<file path="src/rtl/wb_eic_pkg.sv">
// Shared constants for the Wishbone external interrupt controller: register map,
// channel trigger modes and the VECTOR word layout.
package wb_eic_pkg;

  localparam logic [2:0] ADDR_IDR    = 3'd0;
  localparam logic [2:0] ADDR_IER    = 3'd1;
  localparam logic [2:0] ADDR_IMR    = 3'd2;
  localparam logic [2:0] ADDR_ISR    = 3'd3;
  localparam logic [2:0] ADDR_MODE0  = 3'd4;
  localparam logic [2:0] ADDR_MODE1  = 3'd5;
  localparam logic [2:0] ADDR_VECTOR = 3'd6;

  typedef logic [1:0] irq_mode_t;

  localparam irq_mode_t MODE_RISE = 2'b00;
  localparam irq_mode_t MODE_FALL = 2'b01;
  localparam irq_mode_t MODE_HIGH = 2'b10;
  localparam irq_mode_t MODE_LOW  = 2'b11;

  localparam int VEC_VALID_BIT = 31;

  // Scanning downwards lets the lowest pending channel overwrite any higher one.
  function automatic logic [31:0] vector_word(input logic [31:0] pend);
    logic [31:0] v;
    v = '0;
    for (int i = 31; i >= 0; i--) begin
      if (pend[i]) begin
        v                = '0;
        v[VEC_VALID_BIT] = 1'b1;
        v[4:0]           = 5'(i);
      end
    end
    return v;
  endfunction

endpackage

</file>
<file path="src/rtl/eic_channel.sv">
// One interrupt channel: optional two-flop synchroniser, edge history,
// trigger-mode select and the latched ISR bit.
module eic_channel
  import wb_eic_pkg::*;
#(
  parameter int G_SYNC_INPUTS = 1
) (
  input  logic      clk,
  input  logic      rst,
  input  logic      irq,
  input  irq_mode_t mode,
  input  logic      enable,
  input  logic      clr,
  output logic      isr
);

  logic synced;
  logic prev;
  logic hit;

  generate
    if (G_SYNC_INPUTS != 0) begin : g_sync
      logic meta;
      always_ff @(posedge clk) begin
        if (rst) begin
          meta   <= 1'b0;
          synced <= 1'b0;
        end else begin
          meta   <= irq;
          synced <= meta;
        end
      end
    end else begin : g_direct
      assign synced = irq;
    end
  endgenerate

  // Edge history runs in every mode so a mode switch never sees a stale sample.
  always_ff @(posedge clk) begin
    if (rst) prev <= 1'b0;
    else     prev <= synced;
  end

  always_comb begin
    hit = 1'b0;
    case (mode)
      MODE_RISE: hit = synced & ~prev;
      MODE_FALL: hit = ~synced & prev;
      MODE_HIGH: hit = synced;
      default:   hit = ~synced;
    endcase
  end

  // A fresh event wins over a same-cycle software clear.
  always_ff @(posedge clk) begin
    if (rst)               isr <= 1'b0;
    else if (enable & hit) isr <= 1'b1;
    else if (clr)          isr <= 1'b0;
  end

endmodule

</file>
<file path="src/rtl/wb_eic_multi.sv">
// Wishbone interrupt controller top: register file, bus handshake, vector
// encoder and the per-channel instances.
module wb_eic_multi
  import wb_eic_pkg::*;
#(
  parameter int G_NUM_IRQS    = 8,
  parameter int G_SYNC_INPUTS = 1
) (
  input  logic                  wb_clk_i,
  input  logic                  rst_i,
  input  logic [2:0]            wb_addr_i,
  input  logic [31:0]           wb_data_i,
  output logic [31:0]           wb_data_o,
  input  logic                  wb_cyc_i,
  input  logic                  wb_stb_i,
  input  logic                  wb_we_i,
  input  logic [3:0]            wb_sel_i,
  output logic                  wb_ack_o,
  input  logic [G_NUM_IRQS-1:0] irq_i,
  output logic                  wb_irq_o
);

  localparam logic [63:0] MODE_MASK = (64'd1 << (2 * G_NUM_IRQS)) - 64'd1;

  logic                  access;
  logic                  wr_en;
  logic [G_NUM_IRQS-1:0] imr;
  logic [G_NUM_IRQS-1:0] isr;
  logic [G_NUM_IRQS-1:0] isr_clr;
  logic [G_NUM_IRQS-1:0] wr_bits;
  logic [G_NUM_IRQS-1:0] pending;
  logic [63:0]           mode_all;
  logic [31:0]           rd_data;
  logic [31:0]           vector;
  logic                  unused_sel;

  // Masking ack out of access forces an idle cycle between back-to-back strobes.
  assign access     = wb_cyc_i & wb_stb_i & ~wb_ack_o;
  assign wr_en      = access & wb_we_i;
  assign wr_bits    = wb_data_i[G_NUM_IRQS-1:0];
  assign isr_clr    = (wr_en && wb_addr_i == ADDR_ISR) ? wr_bits : '0;
  assign pending    = isr & imr;
  assign vector     = vector_word(32'(pending));
  assign unused_sel = ^{wb_sel_i, wb_data_i};

  always_comb begin
    rd_data = '0;
    case (wb_addr_i)
      ADDR_IMR:    rd_data = 32'(imr);
      ADDR_ISR:    rd_data = 32'(isr);
      ADDR_MODE0:  rd_data = mode_all[31:0];
      ADDR_MODE1:  rd_data = mode_all[63:32];
      ADDR_VECTOR: rd_data = vector;
      default:     rd_data = '0;
    endcase
  end

  always_ff @(posedge wb_clk_i) begin
    if (rst_i) begin
      wb_ack_o  <= 1'b0;
      wb_data_o <= '0;
      wb_irq_o  <= 1'b0;
      imr       <= '0;
      mode_all  <= '0;
    end else begin
      wb_ack_o <= access;
      wb_irq_o <= |pending;
      if (access) wb_data_o <= rd_data;
      if (wr_en) begin
        case (wb_addr_i)
          ADDR_IDR:   imr <= imr & ~wr_bits;
          ADDR_IER:   imr <= imr | wr_bits;
          ADDR_MODE0: mode_all[31:0]  <= wb_data_i & MODE_MASK[31:0];
          ADDR_MODE1: mode_all[63:32] <= wb_data_i & MODE_MASK[63:32];
          default:    ;
        endcase
      end
    end
  end

  generate
    for (genvar n = 0; n < G_NUM_IRQS; n++) begin : g_ch
      eic_channel #(
        .G_SYNC_INPUTS(G_SYNC_INPUTS)
      ) u_ch (
        .clk   (wb_clk_i),
        .rst   (rst_i),
        .irq   (irq_i[n]),
        .mode  (mode_all[2*n +: 2]),
        .enable(imr[n]),
        .clr   (isr_clr[n]),
        .isr   (isr[n])
      );
    end
  endgenerate

endmodule
</file>
<file path="config.mk">
export PLATFORM = sky130hd
export DESIGN_NAME = wb_eic_multi
export DESIGN_NICKNAME = d
export VERILOG_FILES = /design/src/rtl/wb_eic_pkg.sv /design/src/rtl/eic_channel.sv /design/src/rtl/wb_eic_multi.sv
export SDC_FILE = /design/constraint.sdc
export NUM_CORES = 1
export LEC_CHECK = 0
export ABC_AREA = 0
export CAP_MARGIN = 20
export CORE_MARGIN = 5
export CORE_UTILIZATION = 43
export CTS_CLUSTER_DIAMETER = 30
export DETAILED_ROUTE_END_ITERATION = 16
export GPL_TIMING_DRIVEN = 0
export PLACE_DENSITY = 0.72
export SYNTH_ARGS = -nofsm -noshare
export SYNTH_HDL_FRONTEND = slang
export SYNTH_SLANG_ARGS = --single-unit
export TNS_END_PERCENT = 1
</file>
<file path="constraint.sdc">
create_clock -name wb_clk_i -period 1.6 [get_ports wb_clk_i]
set_input_delay 0.48 -clock wb_clk_i [delete_from_list [all_inputs] [get_ports wb_clk_i]]
set_output_delay 0.48 -clock wb_clk_i [all_outputs]
set_load 0.005 [all_outputs]
</file>
==> impl_metrics.py <==
metrics = {
    "drt": {
        "wl_um": 7950,
        "drt_iter0_drc": 197,
        "vias": 2807,
        "drc": 0,
        "drt_pass1_iterations": 5,
        "antenna_left": 0,
        "post_drt_wl_per_cell_um": 14.7,
        "via_per_inst": 5.18,
    },
    "global_routing": {
        "antenna_found_initial": 0,
        "grt_overflow": 0,
        "grt_pass1_wl_um": 13000,
        "grt_use_total_pct": 18.3,
        "grt_max_degree": 15,
        "grt_pass1_vias": 2674,
    },
    "sta": {
        "hold_viol": 0,
        "min_period_over_period_pct": 97.5,
        "max_freq_mhz": 641,
        "setup_viol": 0,
        "period_needed_ps": 1560,
        "whs_ps": 440,
        "tightestPinTransition_ps": 597,
        "slew_headroom_pct": 59.9,
        "rsz0062_at_grt": "false",
        "maxSlewViolCount": 0,
        "skew_ps": 8.76,
    },
    "placement": {
        "port_buffers": 47,
        "dp_hpwl_um": 5760,
        "placedCellCount": 523,
        "gp_congestion": 0.897,
    },
    "pwr": {
        "swShare_pct": 23.5,
        "cellLeakagePower_nw": 1.67,
        "ir_drop_v": 0.000483,
        "p_int_mw": 2.93,
        "switchingPower_uw": 899,
        "power_density_nw_per_um2": 931,
        "pwr-share-comb_pct": 7.7,
        "power.share.sequential_pct": 49.8,
        "clockPowerShare_pct": 42.4,
    },
    "setup_path": {
        "cp-end-kind": "flip-flop",
        "arrival_ps": 1770,
        "critPathLaunchType": "input port",
        "cpPeakStageDelay_ps": 590,
        "critPathRequiredTime_ps": 1810,
        "path_cells": "clkdlybuf4s15_2 -> nand2b_4 -> or4_4 -> buf_6 -> nand2_1 -> a21oi_1",
        "crit_type": "input port to flip-flop",
        "slowest_stage": "or4_4",
        "worstPathMaxFanout": 10,
    },
    "logic_synthesis": {
        "yosys_warnings": 0,
        "synth_top_family_by_area": "simple AND/OR/NAND/NOR gates",
        "synth_area_leaders": "dfxtp_1 (47%), nor2b_1 (7.1%), a21oi_1 (4.4%)",
        "yosys.area_share.simple_pct": 25.7,
        "synth_top_flop_cell": "dfxtp_1",
        "yosys.area.top_type": "dfxtp_1",
        "synthAdderAreaFrac_pct": 0,
        "ys_seq_area_share_pct": 47.0,
        "synth_xor_area_share_pct": 0,
        "synth.area.mux_share_pct": 2.51,
        "syn_area_per_cell_um2": 8.79,
        "synth_edf_count": 0,
        "synth_top_cell_area_share_pct": 47.0,
        "synth-compound-area-share_pct": 17.0,
        "syn_inst": 363,
        "synth-seq-cells": 75,
        "synth_area_um2": 3190,
        "ys_types": 38,
        "ys_async_sr_fraction_pct": 0,
    },
    "die": {
        "std_cell_rows": 31,
        "io_pins": 86,
        "dieWidth_um": 96.2,
        "dieArea_um2": 9250,
        "core_area_um2": 7250,
        "die_y_um": 96.2,
        "initial_core_util_pct": 44.0,
    },
    "clock_tree": {
        "cts_buffers": 9,
        "cts_buffer_depth": 2,
        "cts_root_buffer": "clkbuf_8",
        "cts_tree": "built",
        "htreeDepth": 3,
        "cts.sinks": 75,
        "hold_buffers": 0,
        "clkTransAtPathRegs_ps": 80,
        "insertion_delay_ps": 350,
    },
    "cells_and_area": {
        "fin_util_pct": 56.8,
        "nNetsFinal": 490,
        "drive_above_1_share_pct": 13.5,
        "fillCellCount": 653,
        "final_cells": 542,
        "area_growth_pct": 29.0,
        "diodes": 0,
    },
    "status": {
        "outcome": "finished clean",
    },
    "worst_hold_path": {
        "hold_path.class": "flip-flop to flip-flop",
    },
    "flow_run": {
        "drv_cap": 0,
    },
}
per-stage QoR:
stage	worst slack, ps	area (um2)	setup TNS [ps]	power, mW
floorplan	-10.3	3270	-89.0	2.11
global placement	-787	3860	-33490	2.23
detailed placement	-870	3860	-35350	2.24
CTS	-13.5	4100	-24.0	3.86
global route	0.548	4120	0	3.98
finish	39.6	4120	0	3.83
critical path: cells and delay by family:
| kind | cells | cell delay [ps] |
|---|---|---|
| compound gates | 1 | 60 |
| buf+inv | 2 | 400 |
| simple gates | 3 | 830 |
cell type report:
cell class | count | area (um2) | area share [%]
multi-input combinational | 257 | 1540 | 37.3
timing repair buffer | 51 | 470 | 11.4
buffer | 34 | 215 | 5.23
clock buffer | 9 | 124 | 3.01
sequential | 75 | 1510 | 36.7
inverter | 10 | 37.5 | 0.912
tap | 99 | 124 | 3.01
clock inverter | 7 | 100 | 2.43
cells by family after synthesis:
family,after synthesis
AND/OR/NAND/NOR,147
AO/OA/AOI/OAI,87
flip-flops,75
buffers and inverters,45
multiplexers,8
other,1
metal layers:
layer	GRT usage, %	part of all wire [%]
met1	23.1	43
met2	30.1	47
met3	3.60	7.3
met4	7.82	2.0
met5	0	0
worst paths after layout:
path,from,end,slack (ps),cells past startpoint
min,g_ch[0].u_ch.g_sync.meta$_SDFF_PP0_,g_ch[0].u_ch.synced$_SDFF_PP0_,440,1
max,wb_addr_i[0],mode_all[9]$_SDFFE_PP0P_,40,6
min reg2reg,g_ch[0].u_ch.g_sync.meta$_SDFF_PP0_,g_ch[0].u_ch.synced$_SDFF_PP0_,440,1
max reg2reg,wb_ack_o$_SDFF_PP0_,mode_all[14]$_SDFFE_PP0P_,100,6
power groups by stage:
stage | Combinational (mW) | Clock [mW] | Sequential [mW]
after CTS | 0.291 | 1.65 | 1.91
after global placement | 0.281 | 0 | 1.95
after floorplan | 0.161 | 0 | 1.95
after global routing | 0.324 | 1.74 | 1.91
final | 0.296 | 1.63 | 1.91
after detailed placement | 0.285 | 0 | 1.95
Yosys cell counts, types with 2 or more instances:
cell type	instances
nor2_1	21
nand2_1	35
nor4bb_1	2
dfxtp_1	75
nor2b_1	36
a2bb2oi_1	6
buf_4	16
clkbuf_1	12
a22oi_1	16
nand2b_1	10
a21oi_1	28
a211o_1	2
nor3b_1	16
mux2i_1	8
and3b_1	2
a32o_1	2
inv_1	10
buf_2	6
o21ai_1	2
o21ai_0	22
a31oi_1	2
nand3_1	17
a22o_1	2
layout by cell type (no fill, tap or decap), types with 3 or more instances in the layout:
cell type and instances:
conb_1 15, nor2_1 21, clkbuf_8 9, a21oi_1 28, clkinvlp_4 3, clkbuf_1 10, nor2b_1 36, dfxtp_1 69
clkdlybuf4s50_1 24, a2bb2oi_1 6, o21ai_0 22, nand2b_1 10, nor3b_1 16, nand2_1 35, dlygate4sd2_1 21, mux2i_1 8
dfxtp_2 6, nand3_1 16, a22oi_1 16, buf_2 3, inv_1 10, buf_4 21
timing repair:
item | CTS | global route
setup buffers | 2 | 2
pin swaps | 1 | 2
endpoints found under the setup margin | 68 | 28
resized for setup | 36 | 10
No activity file was read; power rests on OpenSTA's default activity.
